### config.mk
export PLATFORM = sky130hd
export DESIGN_NAME = bit_serial_alu_seq
export DESIGN_NICKNAME = d
export VERILOG_FILES = /design/src/rtl/bit_serial_alu_seq.sv
export SDC_FILE = /design/constraint.sdc
export NUM_CORES = 1
export LEC_CHECK = 0
export ABC_AREA = 0
export BUFFER_PORTS_ARGS = -buffer_cell sky130_fd_sc_hd__buf_4
export CORE_MARGIN = 2
export CORE_UTILIZATION = 45
export DETAILED_ROUTE_END_ITERATION = 6
export PLACE_DENSITY = 0.79
export RECOVER_POWER = 25
export SLEW_MARGIN = 20
export SYNTH_ARGS = -nofsm -noshare
export SYNTH_HDL_FRONTEND = slang
export SYNTH_SLANG_ARGS = --single-unit
### constraint.sdc
create_clock -name clk -period 1.5 [get_ports clk]
set_clock_uncertainty 0.2 [all_clocks]
set_input_delay 0.15 -clock clk [delete_from_list [all_inputs] [get_ports clk]]
set_output_delay 0.15 -clock clk [all_outputs]
set_load 0.01 [all_outputs]
### src/rtl/bit_serial_alu_seq.sv
// Bit-serial sequencer for one external 1-bit ALU slice: one request and one response.
// Optional flag: define BIT_SERIAL_ALU_OVF_EN to add the resp_ovf output.
//
// Ports:
//   clk, rst_n            clock and async active-low reset
//   req_valid/req_ready   request handshake
//   req_a, req_b          WIDTH-bit operands
//   req_aop               3-bit opcode
//   slice_a/b/cin/aop     drive into the external slice (0 outside SHIFT)
//   slice_out/slice_cout  slice result bit and carry
//   resp_valid/ready      response handshake
//   resp_result           assembled result
//   resp_carry            final carry, ADD/SUB only
//   resp_zero             result is zero
//   resp_err              illegal opcode
//   resp_ovf              signed overflow (only with BIT_SERIAL_ALU_OVF_EN)
module bit_serial_alu_seq #(
  parameter int WIDTH = 8,
  parameter int CNT_W = $clog2(WIDTH)
) (
  input  logic             clk,
  input  logic             rst_n,
  input  logic             req_valid,
  output logic             req_ready,
  input  logic [WIDTH-1:0] req_a,
  input  logic [WIDTH-1:0] req_b,
  input  logic [2:0]       req_aop,
  output logic             slice_a,
  output logic             slice_b,
  output logic             slice_cin,
  output logic [2:0]       slice_aop,
  input  logic             slice_out,
  input  logic             slice_cout,
  output logic             resp_valid,
  input  logic             resp_ready,
  output logic [WIDTH-1:0] resp_result,
  output logic             resp_carry,
  output logic             resp_zero,
`ifdef BIT_SERIAL_ALU_OVF_EN
  output logic             resp_ovf,
`endif
  output logic             resp_err
);

  typedef enum logic [1:0] {
    IDLE,
    SHIFT,
    DONE
  } state_t;

  localparam logic [2:0] OP_SUB = 3'b110;

  state_t           state;
  logic [WIDTH-1:0] a_sh;
  logic [WIDTH-1:0] b_sh;
  logic [WIDTH-1:0] res;
  logic [2:0]       aop_q;
  logic             carry_q;
  logic [CNT_W-1:0] cnt;

  logic             in_shift;
  logic             is_arith;
  logic             last;
  logic             req_bad;
  logic [WIDTH-1:0] res_nxt;

  assign in_shift = (state == SHIFT);
  // ADD (010) and SUB (110) share the low opcode bits.
  assign is_arith = (aop_q[1:0] == 2'b10);
  assign req_bad  = (req_aop[1:0] == 2'b11);
  assign last     = (cnt == CNT_W'(WIDTH - 1));
  // LSB arrives first, so each new bit enters at the MSB.
  assign res_nxt  = {slice_out, res[WIDTH-1:1]};

  assign slice_a     = in_shift & a_sh[0];
  assign slice_b     = in_shift & b_sh[0];
  // carry_q is preset to 1 for SUB, so bit 0 sees the +1 of two's complement.
  assign slice_cin   = in_shift & carry_q;
  assign slice_aop   = in_shift ? aop_q : 3'b000;
  assign resp_result = res;

  always_ff @(posedge clk or negedge rst_n) begin
    if (!rst_n) begin
      state      <= IDLE;
      a_sh       <= '0;
      b_sh       <= '0;
      res        <= '0;
      aop_q      <= '0;
      carry_q    <= 1'b0;
      cnt        <= '0;
      req_ready  <= 1'b1;
      resp_valid <= 1'b0;
      resp_carry <= 1'b0;
      resp_zero  <= 1'b0;
      resp_err   <= 1'b0;
`ifdef BIT_SERIAL_ALU_OVF_EN
      resp_ovf   <= 1'b0;
`endif
    end else begin
      unique case (state)
        IDLE: begin
          if (req_valid) begin
            a_sh       <= req_a;
            b_sh       <= req_b;
            aop_q      <= req_aop;
            res        <= '0;
            cnt        <= '0;
            carry_q    <= (req_aop == OP_SUB);
            req_ready  <= 1'b0;
            resp_carry <= 1'b0;
            resp_err   <= req_bad;
            resp_zero  <= req_bad;
`ifdef BIT_SERIAL_ALU_OVF_EN
            resp_ovf   <= 1'b0;
`endif
            if (req_bad) begin
              state      <= DONE;
              resp_valid <= 1'b1;
            end else begin
              state <= SHIFT;
            end
          end
        end
        SHIFT: begin
          res     <= res_nxt;
          a_sh    <= a_sh >> 1;
          b_sh    <= b_sh >> 1;
          carry_q <= slice_cout;
          cnt     <= cnt + CNT_W'(1);
          if (last) begin
            state      <= DONE;
            resp_valid <= 1'b1;
            resp_carry <= is_arith & slice_cout;
            resp_zero  <= (res_nxt == '0);
`ifdef BIT_SERIAL_ALU_OVF_EN
            // carry_q still holds the carry into the MSB here.
            resp_ovf   <= is_arith & (carry_q ^ slice_cout);
`endif
          end
        end
        DONE: begin
          if (resp_ready) begin
            state      <= IDLE;
            resp_valid <= 1'b0;
            req_ready  <= 1'b1;
          end
        end
        default: state <= IDLE;
      endcase
    end
  end

endmodule

### After elaboration in Yosys (flattened, before gate mapping)

Cells that the tools add are included.

| word-level totals | value |
|---|---|
| bits in registers | 38 |
| input bits | 25 |
| output and inout port bits | 19 |
| word-level logic and storage cells | 67 |

| operators by class | value |
|---|---|
| add/subtract/negate cells | 1 |
| equal/unequal tests | 10 |
| multiplexer cells | 29 |
| bitwise logic cells | 4 |
| reductions and logical operators | 11 |

Operators with widths:

| kind | count |
|---|---|
| 8-bit case mux with 2 select lines | 3 |
| 8-bit two-way mux | 3 |
| 1-bit two-way mux | 10 |
| 3-bit AND reduction | 3 |
| 8-bit logical NOT | 1 |
| 2-bit two-way mux | 4 |
| 1-bit case mux with 2 select lines | 4 |
| 2-bit == test (second input constant) | 3 |
| 3-bit == test (second input constant) | 2 |
| 3-bit two-way mux | 2 |
| 2-bit inequality test (second input constant) | 3 |
| 2-bit case mux with 3 select lines | 1 |
| 3-bit case mux with 2 select lines | 1 |
| 5-bit AND reduction | 1 |
| 1-bit AND | 4 |
| 2-bit AND reduction | 2 |
| 2-bit nonzero test | 2 |
| 3-bit by 1-bit adder with 3-bit output (second input constant) | 1 |
| 1-bit case mux with 3 select lines | 1 |
| 3-bit nonzero test | 1 |
| 2-bit by 1-bit == test with 1-bit output (second input constant) | 1 |
| 2-bit logical NOT | 1 |
| 2-bit by 1-bit inequality test with 1-bit output (second input constant) | 1 |

### Depth between registers and ports, before layout

| depth | value |
|---|---|
| depth in word-level cells | 4 |
| depth in mapped cells | 6 |
| mapped depth without buffers | 5 |

### Worst setup path before layout

Ideal clock, no wire load.

| path | value |
|---|---|
| path type | reg-to-reg |
| start point | reg state[1] |
| end point | reg a_sh[6] |
| library setup time | 141 ps |
| data arrival time | 1261 ps |
| required time | 1159 ps |
| slack | -102 ps |
| cell stages (with the launch flop) | 7 |
| path buffers | 3 |
| clock period less this slack | 1602 ps |
| path through | dfrtp_1 > buf_6 > or3b_1 > buf_6 > buf_6 > nand2_1 > a31oi_1 |

| on the way | value |
|---|---|
| word-level cells in the longest chain between the ends | 3 |
| elaborated cells on any way between the ends | 6 |
| those cells by class | eq/ne: 2; mux: 1; reduce/logical: 3 |

RTL lines:

| item | RTL line | RTL |
|---|---|---|
| start, declared | 53 | `state_t state;` |
| start signal, assigned | 84 | `state <= IDLE;` |
| start signal, assigned | 117 | `state <= DONE;` |
| start signal, assigned | 120 | `state <= SHIFT;` |
| 2-bit by 1-bit == test with 1-bit output / 2-bit logical NOT (equally long branches) | 100 | `unique case (state)` |
| 2-bit nonzero test (no source line) / 2-bit inequality test (equally long branches) | -- |  |
| 2-bit AND reduction (no source line) | -- |  |
| end signal, assigned | 103 | `a_sh <= req_a;` |
| end signal, assigned | 126 | `a_sh <= a_sh >> 1;` |
| end, declared | 54 | `logic [WIDTH-1:0] a_sh;` |

Parallel ways exist; a longest one is shown, timed or not.
A chain may end at the register's enable or synchronous reset.

### Worst setup path after layout

| path | value |
|---|---|
| start point | reg state[1] |
| end point | out slice_aop[1] |

| on the way | value |
|---|---|
| word-level cells in the longest chain between the ends | 2 |

RTL lines:

| item | RTL line | RTL |
|---|---|---|
| 2-bit by 1-bit == test with 1-bit output | 67 | `assign in_shift = (state == SHIFT);` |
| 3-bit two-way mux | 79 | `assign slice_aop = in_shift ? aop_q : 3'b000;` |
| end, declared | 31 | `output logic [2:0] slice_aop,` |

No other way between the ends.

==> impl_metrics.yaml <==
cts:
  cts_root_buffer: "clkbuf_8"
  clkLatencyLatePin_ns: 0.29
  numCtsBuffers: 5
  cts.sinks: 38
  tritoncts: "built"
  cts_htree_levels: 2
  cts_buffer_depth: 2
  path_clk_slew_ns: 0.08
synthesis:
  synth_top_area_cell: "dfrtp_1"
  postSynthRegisterBits: 38
  synth_flop_cell: "dfrtp_1"
  yosys_warnings: 0
  syn_area_per_cell_um2: 9.082
  postSynthCellCount: 197
  synthTopCellsByArea: "dfrtp_1, nand2_1, a31oi_1"
  synth_edf_count: 0
  synth_seq_area_share_pct: 53.22
  synth_area_um2: 1789
  synth.net_count: 224
  synthArstFlopShare_pct: 100.0
  synth_cell_types: 29
  yosysTopAreaCellShare_pct: 51.75
final_layout:
  layout-drive-gt1-share_pct: 44.04
  fin_cells: 325
  finish.net_count: 303
  post-route-util_pct: 77.54
  nFillCells: 237
  multi_input_area_um2: 964.7
  final_cell_mix: "nand2_1, buf_4, dfrtp_1"
  area_delta_synth_final_pct: 62.24
  area.sequential_um2: 953.4
  diodes: 0
  final_common_cell: "nand2_1"
  post-route-cell-area_um2: 2903
placed_design:
  dp_slack_ns: -0.1166
  placed_cell_area_um2: 2227
  portBuffers: 43
  dp_cells: 286
  dp_hpwl_mm: 2.679
  gp_congestion: 0.7745
outcome:
  violations: "negative setup slack"
  status: "complete, but fails checks"
grt:
  gr-total-overflow: 0
  grt_pass1_wl_mm: 7.783
  grt_usage_pct: 23.76
  grt_pass1_vias: 1677
  antenna_found_initial: 0
  grt_max_degree: 39
timing:
  fmax_mhz: 601.0
  finalHoldViolCount: 0
  period_share_pct: 110.9
  timing.hold.ws_ns: 0.07626
  worst_slack_ns: -0.1640
  max-slew-margin-rel_pct: 36.94
  finalMaxSlewViolations: 0
  worst_pin_slew_ns: 0.9460
  finalCriticalPeriod_ns: 1.664
  rsz0062_at_grt: "true"
  setup_violations: 40
  finalSetupTns_ns: -3.567
route:
  drtPass1Iterations: 5
  ant_nets: 0
  drc: 0
  vias_per_cell: 5.378
  drt-initial-drc-count: 104
  routed_wl_mm: 5.790
  vias: 1748
  wire_per_inst_um: 17.82
critical_path:
  crit_arrival_ns: 1.31
  cpLargestDelayFamily: "simple AND/OR/NAND/NOR gates"
  cpPeakStageDelay_ns: 0.44
  crit_type: "flop to output port"
  crit_slowest_cell: "dfrtp_1"
  crit_path_end_kind: "output port"
  cp_max_fo: 5
  critPathBufInv: 1
  cp_cell_sequence: "and2b_4, and2_4, buf_6"
  required_ns: 1.15
  critPathLaunchType: "flop"
  r2r_setup_slack_ns: -0.15
run:
  cap_violations: 0
floorplan:
  die_y_um: 67.06
  top_level_ports: 44
  rows: 22
  start_util_pct: 47.79
  die_w_um: 67.06
  core_um2: 3744
  die_area_um2: 4496
worst_hold_path:
  hold_class: "input pin to flop"
pwr:
  p_leak_nw: 1.400
  total_power_mw: 5.910
  vdd_drop_max_mv: 1.131
  cellPowerDensity_nw_per_um2: 2036
-- per-layer routing --
metal,share of wire [%],track usage (%)
met1,40,27.90
met2,51,39.85
met3,5.3,5.912
met4,3.7,12.24
met5,0,0
-- tightest hold or removal path: stages --
cell and delay, ns:
buf_4 0.11, nand2b_4 0.08, a21oi_1 0.16, nor2_1 0.06
-- sequential cells by signal, summed over array words and instances, names as in the netlist --
name	flops
a_sh	8
aop_q	3
b_sh	8
carry_q	1
cnt	3
req_ready	1
resp_carry	1
resp_err	1
resp_result	8
resp_valid	1
resp_zero	1
state	2
-- kinds of logic (layout without fill, tap and decap cells) --
logic type               count (synthesis)  count (layout)  synth area share [%]
multiplexers                             1               1                0.6293
buffers and inverters                   16              95                 6.363
AO/OA/AOI/OAI                           28              28                 10.49
AND/OR/NAND/NOR                        112             113                 27.90
adder cells (fa/ha/maj)                  2               2                 1.398
flip-flops                              38              38                 53.22
-- synth_stat cells (3+ instances only) --
cell type / number
a21oi_1: 3
a31oi_1: 14
and2_1: 7
buf_2: 7
buf_6: 6
dfrtp_1: 37
nand2_1: 66
nand3_1: 15
nor2_1: 15
o21ai_0: 3
-- power breakdown --
| part | leakage (nW) | internal, mW | total, mW | switching [mW] |
|---|---|---|---|---|
| registers | 0.469 | 1.51 | 1.93 | 0.423 |
| clock network | 0.0579 | 0.489 | 0.851 | 0.362 |
| logic | 0.873 | 1.55 | 3.13 | 1.57 |
-- what timing repair did --
action / in CTS / in global routing
endpoints found under the hold margin: 63 / 0
resized for setup: 48 / 21
hold buffers: 23 / 0
cloned: 3 / 0
buffers inserted: 4 / 2
endpoints found under the setup margin: 42 / 42
pin swaps: 20 / 14
-- final timing paths --
kind,start,to,depth (start not counted)
worst max-delay path,state[1],slice_aop[1],3
worst min-delay path,req_valid,req_ready,4
worst max register to register,cnt[0],resp_carry,5
worst min register to register,resp_result[0],resp_result[0],2
max in group asynchronous,rst_n,state[0],2
min in group asynchronous,rst_n,resp_result[1],2
-- final cells by class --
type | instances | area share [%]
flip-flops and latches | 38 | 32.84
multi-input cells | 144 | 33.23
clock buffers | 5 | 2.371
well taps | 48 | 2.069
repair buffers | 85 | 27.84
clock inverters | 3 | 1.379
inverters | 2 | 0.2586
Note: power is estimated with default switching activity, not from simulation.
